===== src/rtl/uart_tx_arb_pkg.sv =====
// -----------------------------------------------------------------------------
// uart_tx_arb_pkg
//
// Shared definitions for the UART transmit arbiter:
//   - arb_state_e    : FSM state encoding (IDLE, START, ACK, DRAIN)
//   - ACK_TO_DEFAULT : default number of cycles to wait for tx_busy to rise
//   - ACK_CNT_W      : width of the acknowledge-timeout counter (ACK_TO <= 255)
//   - idx_width()    : width of an index into an NREQ-wide vector
// -----------------------------------------------------------------------------
package uart_tx_arb_pkg;

    typedef enum logic [1:0] {
        ST_IDLE  = 2'd0,  // waiting for an eligible requester and an idle uart
        ST_START = 2'd1,  // one-cycle tx_start strobe
        ST_ACK   = 2'd2,  // waiting for the uart to raise tx_busy
        ST_DRAIN = 2'd3   // waiting for the uart to finish the byte
    } arb_state_e;

    localparam int unsigned ACK_TO_DEFAULT = 15;
    localparam int unsigned ACK_CNT_W      = 8;

    // Index width for an n-entry vector; never narrower than one bit.
    function automatic int unsigned idx_width(input int unsigned n);
        return (n <= 2) ? 1 : $clog2(n);
    endfunction

endpackage


===== src/rtl/uart_tx_arb_rr_pick.sv =====
// -----------------------------------------------------------------------------
// rr_pick
//
// Combinational round-robin selector. Starting at (last_idx + 1) mod NREQ and
// walking upward with wrap-around, the first set bit of 'valid' wins.
//
// Ports:
//   valid    in  NREQ   candidate requesters
//   last_idx in  IDX_W  index of the most recent owner
//   sel_oh   out NREQ   one-hot winner, zero when no candidate
//   sel_idx  out IDX_W  index of the winner (zero when none)
//   sel_any  out 1      at least one candidate present
// -----------------------------------------------------------------------------
module rr_pick #(
    parameter int unsigned NREQ  = 4,
    parameter int unsigned IDX_W = 2
) (
    input  logic [NREQ-1:0]  valid,
    input  logic [IDX_W-1:0] last_idx,
    output logic [NREQ-1:0]  sel_oh,
    output logic [IDX_W-1:0] sel_idx,
    output logic             sel_any
);

    logic [IDX_W-1:0] cand_idx;

    // NOTE: every output and temporary gets a default before the loop so
    // no path through this block leaves a value unassigned (no latches).
    always_comb begin
        sel_oh   = '0;
        sel_idx  = '0;
        sel_any  = 1'b0;
        cand_idx = '0;
        // Offset 1 is the requester just after the last owner, offset NREQ
        // is the last owner itself, so it only wins when nobody else asks.
        for (int unsigned k = 1; k <= NREQ; k++) begin
            cand_idx = IDX_W'((32'(last_idx) + k) % NREQ);
            if (!sel_any && valid[cand_idx]) begin
                sel_any          = 1'b1;
                sel_oh[cand_idx] = 1'b1;
                sel_idx          = cand_idx;
            end
        end
    end

endmodule


===== src/rtl/uart_tx_arb.sv =====
// -----------------------------------------------------------------------------
// uart_tx_arb
//
// Shares one uart transmitter between NREQ byte-stream requesters. A byte is
// accepted only while the FSM is idle and the uart is not busy; a byte with
// req_last=0 locks the transmitter to its requester until that requester's
// req_last=1 byte is accepted. Each accepted byte is launched with a one-cycle
// tx_start, after which the arbiter waits for the uart to raise tx_busy (up to
// ACK_TO cycles, else sticky ack_err) and then for tx_busy to fall.
//
// Ports:
//   clk        in  1       system clock, rising edge
//   rst_n      in  1       asynchronous active-low reset
//   req_valid  in  NREQ    per-requester byte available
//   req_data   in  8*NREQ  requester i on bits [8i+7:8i]
//   req_last   in  NREQ    byte ends its message
//   req_ready  out NREQ    byte accepted this cycle (one-hot or zero)
//   grant      out NREQ    registered one-hot lock owner, zero when unlocked
//   tx_start   out 1       one-cycle strobe to the uart
//   tx_data    out 8       registered byte for the uart
//   tx_busy    in  1       uart busy
//   ack_err    out 1       sticky: uart failed to acknowledge a tx_start
// -----------------------------------------------------------------------------
module uart_tx_arb
    import uart_tx_arb_pkg::*;
#(
    parameter int unsigned NREQ   = 4,
    parameter int unsigned ACK_TO = ACK_TO_DEFAULT
) (
    input  logic              clk,
    input  logic              rst_n,
    input  logic [NREQ-1:0]   req_valid,
    input  logic [8*NREQ-1:0] req_data,
    input  logic [NREQ-1:0]   req_last,
    output logic [NREQ-1:0]   req_ready,
    output logic [NREQ-1:0]   grant,
    output logic              tx_start,
    output logic [7:0]        tx_data,
    input  logic              tx_busy,
    output logic              ack_err
);

    localparam int unsigned          IDX_W      = idx_width(NREQ);
    localparam logic [ACK_CNT_W-1:0] ACK_TO_CNT = ACK_CNT_W'(ACK_TO);

    arb_state_e           state_q,   state_d;
    logic [NREQ-1:0]      grant_q,   grant_d;
    logic [IDX_W-1:0]     last_q,    last_d;
    logic [7:0]           tx_data_q, tx_data_d;
    logic [ACK_CNT_W-1:0] ack_cnt_q, ack_cnt_d;
    logic                 ack_err_q, ack_err_d;

    logic                 locked;
    logic [NREQ-1:0]      eligible;
    logic [NREQ-1:0]      sel_oh;
    logic [IDX_W-1:0]     sel_idx;
    logic                 sel_any;
    logic [7:0]           sel_data;
    logic                 sel_last;
    logic [NREQ-1:0]      ready_c;

    // The lock is exactly "grant is non-zero": grant holds the owner from
    // the first byte of a message until its last byte is accepted.
    assign locked   = |grant_q;
    assign eligible = locked ? (req_valid & grant_q) : req_valid;

    rr_pick #(
        .NREQ  (NREQ),
        .IDX_W (IDX_W)
    ) u_rr_pick (
        .valid    (eligible),
        .last_idx (last_q),
        .sel_oh   (sel_oh),
        .sel_idx  (sel_idx),
        .sel_any  (sel_any)
    );

    // Byte and last flag of the winner, muxed with the one-hot select.
    always_comb begin
        sel_data = '0;
        sel_last = 1'b0;
        for (int i = 0; i < NREQ; i++) begin
            if (sel_oh[i]) begin
                sel_data = sel_data | req_data[8*i +: 8];
                sel_last = sel_last | req_last[i];
            end
        end
    end

    always_comb begin
        state_d   = state_q;
        grant_d   = grant_q;
        last_d    = last_q;
        tx_data_d = tx_data_q;
        ack_cnt_d = ack_cnt_q;
        ack_err_d = ack_err_q;
        ready_c   = '0;

        unique case (state_q)
            ST_IDLE: begin
                if (!tx_busy && sel_any) begin
                    ready_c   = sel_oh;
                    tx_data_d = sel_data;
                    last_d    = sel_idx;
                    // A final byte releases the lock as it is launched.
                    grant_d   = sel_last ? '0 : sel_oh;
                    state_d   = ST_START;
                end
            end
            ST_START: begin
                ack_cnt_d = '0;
                state_d   = ST_ACK;
            end
            ST_ACK: begin
                if (tx_busy) begin
                    state_d = ST_DRAIN;
                end else begin
                    ack_cnt_d = ack_cnt_q + 1'b1;
                    if (ack_cnt_d == ACK_TO_CNT) begin
                        ack_err_d = 1'b1;
                        state_d   = ST_IDLE;
                    end
                end
            end
            ST_DRAIN: begin
                if (!tx_busy) begin
                    state_d = ST_IDLE;
                end
            end
            default: begin
                state_d = ST_IDLE;
            end
        endcase
    end

    // NOTE: state registers use non-blocking assignments so every flop
    // samples its _d value from the same pre-edge view of the design.
    always_ff @(posedge clk or negedge rst_n) begin
        if (!rst_n) begin
            state_q   <= ST_IDLE;
            grant_q   <= '0;
            last_q    <= IDX_W'(NREQ - 1);
            tx_data_q <= 8'h00;
            ack_cnt_q <= '0;
            ack_err_q <= 1'b0;
        end else begin
            state_q   <= state_d;
            grant_q   <= grant_d;
            last_q    <= last_d;
            tx_data_q <= tx_data_d;
            ack_cnt_q <= ack_cnt_d;
            ack_err_q <= ack_err_d;
        end
    end

    // req_ready is combinational from the IDLE state, which the async reset
    // forces; gating with rst_n keeps it low for the whole reset window.
    assign req_ready = ready_c & {NREQ{rst_n}};
    assign grant     = grant_q;
    assign tx_start  = (state_q == ST_START);
    assign tx_data   = tx_data_q;
    assign ack_err   = ack_err_q;

endmodule

===== config.mk =====
export PLATFORM = sky130hd
export DESIGN_NAME = uart_tx_arb
export DESIGN_NICKNAME = d
export VERILOG_FILES = /design/src/rtl/uart_tx_arb_pkg.sv /design/src/rtl/uart_tx_arb_rr_pick.sv /design/src/rtl/uart_tx_arb.sv
export SDC_FILE = /design/constraint.sdc
export NUM_CORES = 1
export LEC_CHECK = 0
export BUFFER_PORTS_ARGS = -buffer_cell sky130_fd_sc_hd__buf_2
export CAP_MARGIN = 20
export CORE_MARGIN = 2
export CORE_UTILIZATION = 54
export CTS_BUF_LIST = sky130_fd_sc_hd__clkbuf_4 sky130_fd_sc_hd__clkbuf_8
export CTS_CLUSTER_SIZE = 40
export DETAILED_ROUTE_END_ITERATION = 7
export PLACE_DENSITY_LB_ADDON = 0.3
export SLEW_MARGIN = 25
export SYNTH_ARGS = -nofsm -noshare
export SYNTH_HDL_FRONTEND = slang
export SYNTH_SLANG_ARGS = --single-unit

===== constraint.sdc =====
create_clock -name clk -period 8.45 [get_ports clk]
set_input_delay 2.1125 -clock clk [delete_from_list [all_inputs] [get_ports clk]]
set_output_delay 2.1125 -clock clk [all_outputs]
set_load 0.02 [all_outputs]

Yosys cells after proc, flatten, opt, wreduce, memory -nomap -nowiden
Index checks and enable logic that the tools add are counted.
Widths: inputs -> output; s select.
{"block": "word_totals", "output_inout_bits": 18, "input_bits": 43, "regBits": 25}
{"block": "op_classes", "n_reduce_logical": 19, "bitwise_logic": 12, "eq_ne": 8, "add_sub_neg": 5, "order_cmp": 8, "mux": 47}
{"op": "$mux 8", "count": 5}
{"op": "$mux 4", "count": 8}
{"op": "$or 8x8->8", "count": 3}
{"op": "$mux 1", "count": 16}
{"op": "$mux 2", "count": 8}
{"op": "$pmux 8 s2", "count": 1}
{"op": "$lt 2x3->1 const B", "count": 4}
{"op": "$or 4x4->4", "count": 3}
{"op": "$add 8x1->8 const B", "count": 1}
{"op": "$and 4x4->4", "count": 2}
{"op": "$bmux 1 s2", "count": 4}
{"op": "$demux 1 s2", "count": 4}
{"op": "$eq 8x4->1 const B", "count": 1}
{"op": "$ge 2x1->1 const B", "count": 4}
{"op": "$logic_and 1x1->1", "count": 8}
{"op": "$pmux 2 s4", "count": 1}
{"op": "$ne 2x2->1 const B", "count": 3}
{"op": "$reduce_and 3->1", "count": 2}
{"op": "$add 2x1->2 const B", "count": 2}
{"op": "$add 2x2->2 const B", "count": 2}
{"op": "$eq 2x2->1 const B", "count": 2}
{"op": "$logic_not 1->1", "count": 4}
{"op": "$reduce_and 2->1", "count": 2}
{"op": "$reduce_or 4->1", "count": 1}
{"op": "6 further kinds", "count": 8}

Longest topological paths before layout
Gate-level depths: netlist (run 1).
{"block": "logic_depth", "word_depth": 22, "ltp_mapped": 11, "mapped_depth_nobuf": 9}

Cells and area by module
Synthesis (run 1) repeated with hierarchy kept, for this count alone.
{"block": "unflattened", "hier_cells": 246, "area_unflattened_um2": 2084.5}
{"module": "uart_tx_arb", "area_each_um2": 1455.1, "instances": 1, "cells_per_inst": 160}
{"module": "rr_pick", "area_each_um2": 629.4, "instances": 1, "cells_per_inst": 86}

Worst setup path before layout (run 1)
Ideal clock, no wire load.
{"block": "synth_timing", "path_kind": "input -> output", "startpoint": "input req_valid[1]", "endpoint": "output req_ready[0]", "path_stages": 5, "slack_ps": 2768, "required_time_ps": 6338, "t_arrival_ps": 3569, "path_cell_list": "o21ai_0 mux4_2 nand4b_4 o22ai_2 and3_1"}
{"block": "synth_via", "elab_chain_cells": 18, "elab_cells_between_ends": 31}
{"item": "start, declared", "line_no": "uart_tx_arb.sv:32", "source": "input logic [NREQ-1:0] req_valid,"}
{"item": "$and 4x4->4", "line_no": "uart_tx_arb.sv:65", "source": "assign eligible = locked ? (req_valid & grant_q) : req_valid;"}
{"item": "$mux 4 (*)", "line_no": "uart_tx_arb.sv:65"}
{"item": "$bmux 1 s2", "line_no": "uart_tx_arb_rr_pick.sv:38", "source": "if (!sel_any && valid[cand_idx]) begin"}
{"item": "$mux 1 (implied by the code)", "line_no": "uart_tx_arb_rr_pick.sv:38"}
{"item": "$mux 1", "line_no": "uart_tx_arb_rr_pick.sv:38"}
{"item": "$logic_not 1->1", "line_no": "uart_tx_arb_rr_pick.sv:38"}
{"item": "$logic_and 1x1->1", "line_no": "uart_tx_arb_rr_pick.sv:38"}
{"item": "$mux 1", "line_no": "uart_tx_arb_rr_pick.sv:38"}
{"item": "[2 not listed]"}
{"item": "$mux 1", "line_no": "uart_tx_arb_rr_pick.sv:38"}
{"item": "$logic_not 1->1", "line_no": "uart_tx_arb_rr_pick.sv:38"}
{"item": "$logic_and 1x1->1", "line_no": "uart_tx_arb_rr_pick.sv:38"}
{"item": "$mux 1", "line_no": "uart_tx_arb_rr_pick.sv:38"}
{"item": "$logic_and 1x1->1", "line_no": "uart_tx_arb.sv:101", "source": "if (!tx_busy && sel_any) begin"}
{"item": "$mux 4 (*)", "line_no": "uart_tx_arb.sv:101"}
{"item": "$mux 4 (*)", "line_no": "uart_tx_arb.sv:99", "source": "unique case (state_q)"}
{"item": "$and 4x4->4 (*)", "line_no": "uart_tx_arb.sv:158", "source": "assign req_ready = ready_c & {NREQ{rst_n}};"}
{"item": "end, declared", "line_no": "uart_tx_arb.sv:35", "source": "output logic [NREQ-1:0] req_ready,"}
Mark *: on every way between the ends. The rest lies on a longest branch, timed or not. The select of a mux whose other input is x is not followed.

Worst setup path in the final report (run 1)
{"block": "layout_timing", "startpoint": "input req_valid[1]", "endpoint": "output req_ready[2]"}
The elaborated chain is that of the path after synthesis.

==> reports/metrics.yaml, run 1 <==
status: "finished, final reports clean"
fin_crit_sh_pct: 72.51
synth_top_family_by_area: "compound AO/OA/AOI/OAI gates"
rsz0062_at_grt: "no"
min_path_type: "reg -> reg"
hold_violations: 0
worstSetupEndpointType: "output pin"
place_hpwl_um: 3964
initial_core_util_pct: 56.92
critical-path-top-delay-family: "compound AO/OA/AOI/OAI gates"
synth_simple_gate_area_share_pct: 18.41
fin_nets: 328
cts_max_path_buffers: 2
pin_count: 61
worst_pin_slew_ns: 0.6285
min_from: "ack_err"
synth_area_per_cell_sq_um: 9.457
drc: 0
initialDrtViolationCount: 208
grt_max_degree: 30
r2r_end: "grant[0]"
setup_viol: 0
relSlewSlack_pct: 57.99
cpPeakStageDelay_ns: 0.55
first_pass_iters: 4
track_usage_pct: 25.13
yosys_warnings: 0
power.density_nw_per_um2: 420.9
routedWlPerCell_um: 16.53
clock-sinks: 25
final_cell_area_sq_um: 2412
synth_top_area_cell: "dfrtp_1"
vias: 2075
grt_pass1_wl_um: 8576
r2r_start: "last_q[1]"
clock_latency_ns: 0.28
cts_buffers: 3
ys_seq_elements: 25
path_cells: "buf_2, o21ai_0, mux4_2, nand4b_4, o22ai_2, and3_1, buf_2"
path_max_fanout: 11
cp_num_cells: 7
cts-htree-levels: 1
area_delta_synth_final_pct: 14.90
synth_nets: 275
netlist_instances: 222
cp_slowest_cell: "mux4_2"
drive_above_1_share_pct: 32.12
synth_edf_count: 0
via_per_inst: 6.444
max_cap_violations: 0
cp_data_arrival_time_ns: 4.01
skew_ns: 0.003559
finalSetupTns_ns: 0
cts_hold_buffers: 0
r2r_cells: 8
antenna_found_initial: 0
placed_area_sq_um: 2364
startpoint_type: "input pin"
worst-path-buf-inv: 2
dieArea_sq_um: 4403
row_count: 22
core_area_sq_um: 3689
yosysMostFrequentCell: "dfrtp_1"
antenna_cells: 0
synthTopCellsByArea: "dfrtp_1 27%, ha_1 6.0%, o21ai_0 4.5%"
io_buffers: 60
cts_setup_buffers: 0
slew_viol_final: 0
yosysUniqueCellTypes: 57
path_class: "in -> out"
synth-xor-area-share_pct: 1.669
synth_compound_area_share_pct: 34.45
die_h_um: 66.36
path_clk_slew_ns: 0.09
synthFlopType: "dfrtp_1"
synth_area_sq_um: 2100
overflow: 0
postRouteAntennaNets: 0
cp_data_required_time_ns: 6.34
peakVddDrop_mv: 0.2231
post_cts_resized: 0
synth.top_cell.area_share_pct: 27.41
synthAdderAreaFrac_pct: 5.959
gp_congestion: 0.9367
synth.area.mux_share_pct: 3.218
cpMostUsedCell: "buf_2"
power.leakage_nw: 1.116
cts_root_buf: "clkbuf_8"
die-width_um: 66.36
max_freq_mhz: 163.2
first_global_vias: 1839
reg2reg_slack_ns: 5.12
synth_top_cells_by_count: "23 x dfrtp_1, 19 x o21ai_0, 17 x nor2_1"
hold_path_end: "ack_err"
drt-total-wl_um: 5322
holdPathStages: 1
fin_crit_ns: 6.127
seq_area_frac_synth_pct: 29.92
ys_async_sr_fraction_pct: 100.0
cts_tree: "done"
[layer usage]
layer / global-route usage [%] / vias up / share of wire, %
li1: - / 994 / -
met1: 35.02 / 981 / 45
met2: 41.38 / 96 / 47
met3: 4.429 / 4 / 7.9
met4: 4.082 / 0 / 0.54
met5: 0 / - / 0
[area by class of cell]
class	count	area [sq um]
clock buffer	3	41.29
clock inverter	1	7.507
fill	318	1276
inverter	10	37.54
multi-input combinational	175	1338
sequential	25	628.1
tap	48	60.06
timing repair buffer	60	300.3
[through the flow]
stage	hold WS, ns	worst slack, ns	total power (W)	instances	utilization (%)
final	0.4751	2.323	0.001015	322	65.40
after global routing	0.4858	2.237	0.001104	322	65.40
after CTS	0.4766	2.329	0.001014	322	65.40
after detailed placement	0.4411	2.338	0.0009353	318	64.08
after global placement	0.4414	2.408	0.0009230	318	64.08
after floorplan	0.4968	2.768	0.0008155	222	-
[where the power goes]
part	internal [W]	switching [W]	total (W)
sequential	0.000163	0.0000550	0.000218
clock	0.0000335	0.0000416	0.0000752
combinational	0.000271	0.000450	0.000722
total	0.000468	0.000547	0.00102
[registers in the layout, summed over array words and instances, names as in the netlist]
signal     cells
ack_cnt_q      8
ack_err        1
grant          4
last_q         2
state_q        2
tx_data        8
[worst max path at each step]
stage                 start      endpoint  slack, ns
6_report       req_valid[1]  req_ready[2]       2.32
4_1_cts        req_valid[1]  req_ready[2]       2.33
3_5_place_dp   req_valid[1]  req_ready[2]       2.34
3_3_place_gp   req_valid[1]  req_ready[2]       2.41
2_1_floorplan  req_valid[1]  req_ready[0]       2.77
5_1_grt        req_valid[0]  req_ready[0]       2.24
[kinds of logic after synthesis]
logic type                 after synthesis
DFF                                     25
adders and majority gates               10
buffers and inverters                   22
muxes                                    3
AOI/OAI and AO/OA                       91
xor gates and xnor gates                 4
and+or+nand+nor                         67
[worst register-to-register path: stages (launching register included)]
cell	delay, ns
dfstp_2	0.67
inv_1	0.20
ha_1	0.37
inv_2	0.14
mux4_2	0.66
a41oi_4	0.54
o21ai_1	0.17
a211oi_2	0.30
a32o_1	0.22
[placed cells by master, fill, tap and decap left out, types with 5 or more instances in the layout]
cell type  synthesis  routed
a31oi_1            9       9
inv_1              8       8
nand2_1           14      14
dfrtp_1           23      23
buf_2              2      60
ha_1              10      10
nor2_1            17      17
o21ai_0           19      19
o2111ai_1          8       8
nand3_1            5       5
and3_1            15      15
a22oi_1            9       9
a221oi_1           8       8
(Power assumes the default switching activity.)
==> run 2: changes to the inputs <==
==> constraint.sdc (replaced) <==
create_clock -name clk -period 6.2 [get_ports clk]
set_input_delay 1.55 -clock clk [delete_from_list [all_inputs] [get_ports clk]]
set_output_delay 1.55 -clock clk [all_outputs]
set_load 0.02 [all_outputs]
==> run 2 against run 1 <==
Sequential cell count is the same; utilization shrank 0.068 points; register-to-register slack worse by 2.3 ns; via count shrank 2.6%; sequential power increased by 38%; critical path depth is the same; critical path type unchanged; highest routed layer unchanged.
==> reports/metrics.yaml, run 2 (synthesis gave the netlist of run 1 again) <==
grt_max_degree: 30  # unchanged
worst_pin_slew_ns: 0.5950  # was 0.6285 ns
first_pass_iters: 4  # unchanged
skew_ns: 0.001964  # was 0.003559 ns
min_path_type: "reg -> reg"  # unchanged
overflow: 0  # unchanged
fin_crit_ns: 4.977
postRouteAntennaNets: 0  # unchanged
nFillCells: 315  # was 318
drt-total-wl_um: 5328  # was 5322 um
seqCellArea_sq_um: 628.1  # unchanged
initialDrtViolationCount: 152  # was 208
final_common_cell: "buf_2"  # unchanged
vias: 2021  # was 2075
startpoint_type: "input pin"  # unchanged
pin_count: 61  # unchanged
post_cts_resized: 0  # unchanged
row_count: 22  # unchanged
routedWlPerCell_um: 16.55  # was 16.53 um
power.leakage_nw: 1.120  # was 1.116 nW
relSlewSlack_pct: 60.21  # was 57.99%
drive_above_1_share_pct: 32.12  # unchanged
rsz0062_at_grt: "no"  # unchanged
area_delta_synth_final_pct: 14.78  # was 14.90%
power.density_nw_per_um2: 571.5  # was 420.9 nW/um^2
die-width_um: 66.36  # unchanged
clock-sinks: 25  # unchanged
slew_viol_final: 0  # unchanged
drc: 0  # unchanged
antenna_found_initial: 0  # unchanged
path_class: "in -> out"  # unchanged
place_hpwl_um: 3971  # was 3964 um
via_per_inst: 6.276  # was 6.444
status: "finished, final reports clean"  # unchanged
cts-htree-levels: 1  # unchanged
max_freq_mhz: 200.9
max_cap_violations: 0  # unchanged
core_area_sq_um: 3689  # unchanged
cp_data_arrival_time_ns: 3.43  # was 4.01 ns
first_global_vias: 1829  # was 1839
timing.hold.ws_ns: 0.4591  # was 0.4751 ns
multi_input_area_sq_um: 1338  # unchanged
die_h_um: 66.36  # unchanged
track_usage_pct: 25.59  # was 25.13%
grt_pass1_wl_um: 8714  # was 8576 um
cts_max_path_buffers: 2  # unchanged
fin_crit_sh_pct: 80.27
fin_nets: 328  # unchanged
worstSetupEndpointType: "output pin"  # unchanged
cts_hold_buffers: 0  # unchanged
cp_data_required_time_ns: 4.65  # was 6.34 ns
cts_root_buf: "clkbuf_8"  # unchanged
layout_common_cells: "60 x buf_2, 23 x dfrtp_1, 19 x o21ai_0, 17 x nor2_1, 15 x and3_1"  # unchanged
path_max_fanout: 11  # unchanged
clock_latency_ns: 0.27  # was 0.28 ns
peakVddDrop_mv: 0.2686  # was 0.2231 mV
cts_buffers: 3  # unchanged
initial_core_util_pct: 56.92  # unchanged
hold_violations: 0  # unchanged
setup_viol: 0  # unchanged
io_buffers: 60  # unchanged
dieArea_sq_um: 4403  # unchanged
antenna_cells: 0  # unchanged
cts_setup_buffers: 0  # unchanged
cts_tree: "done"  # unchanged
finalSetupTns_ns: 0  # unchanged
path_clk_slew_ns: 0.09  # about the same
gp_congestion: 0.9365  # was 0.9367
-- run 2: cell types whose count changed in the layout (fill, tap and decap cells not counted), sizes merged --
cell	change
clkinv	+1
clkinvlp	-1
-- run 2: worst paths after layout --
check	start	end	slack, ns	cells after the start
min	ack_err	ack_err	0.46	1
min in group asynchronous	rst_n	tx_data[2]	1.28	1
max	req_valid[1]	req_ready[2]	1.22	7
min reg2reg	ack_err	ack_err	0.46	1
max reg2reg	last_q[1]	grant[0]	2.81	8
max in group asynchronous	rst_n	state_q[0]	4.53	1
-- run 2: per-stage QoR --
step	instances	total power (W)	util [%]	setup WS, ns	instance area (sq um)
floorplan	222	0.001111	-	1.643	2100
global placement	318	0.001258	64.08	1.283	2364
detailed placement	318	0.001273	64.08	1.228	2364
CTS	322	0.001372	65.33	1.231	2410
global route	322	0.001507	65.33	1.104	2410
finish	322	0.001377	65.33	1.223	2410
-- run 2: critical path, cell delays in order --
cell and delay [ns]:
buf_2 0.11, o21ai_0 0.11, mux4_2 0.56, nand4b_4 0.24, o22ai_2 0.46, and3_1 0.23
buf_2 0.16
-- run 2: where the power goes --
part           internal (W)  switching (W)   total, W
Clock             0.0000449      0.0000508  0.0000957
Combinational      0.000369       0.000613   0.000982
Sequential         0.000223      0.0000768   0.000300
Total              0.000637       0.000740    0.00138
-- run 2: cell type report --
type / count / area share (%)
clock inverter: 1 / 0.2077
inverter: 10 / 1.558
sequential: 25 / 26.06
multi-input combinational: 175 / 55.50
tap: 48 / 2.492
clock buffer: 3 / 1.713
timing repair buffer: 60 / 12.46
-- run 2: routing by layer --
layer	routed length (um)	track usage (%)
met1	2464	36.84
met2	2460	40.88
met3	382	4.089
met4	21	4.592
met5	0	0
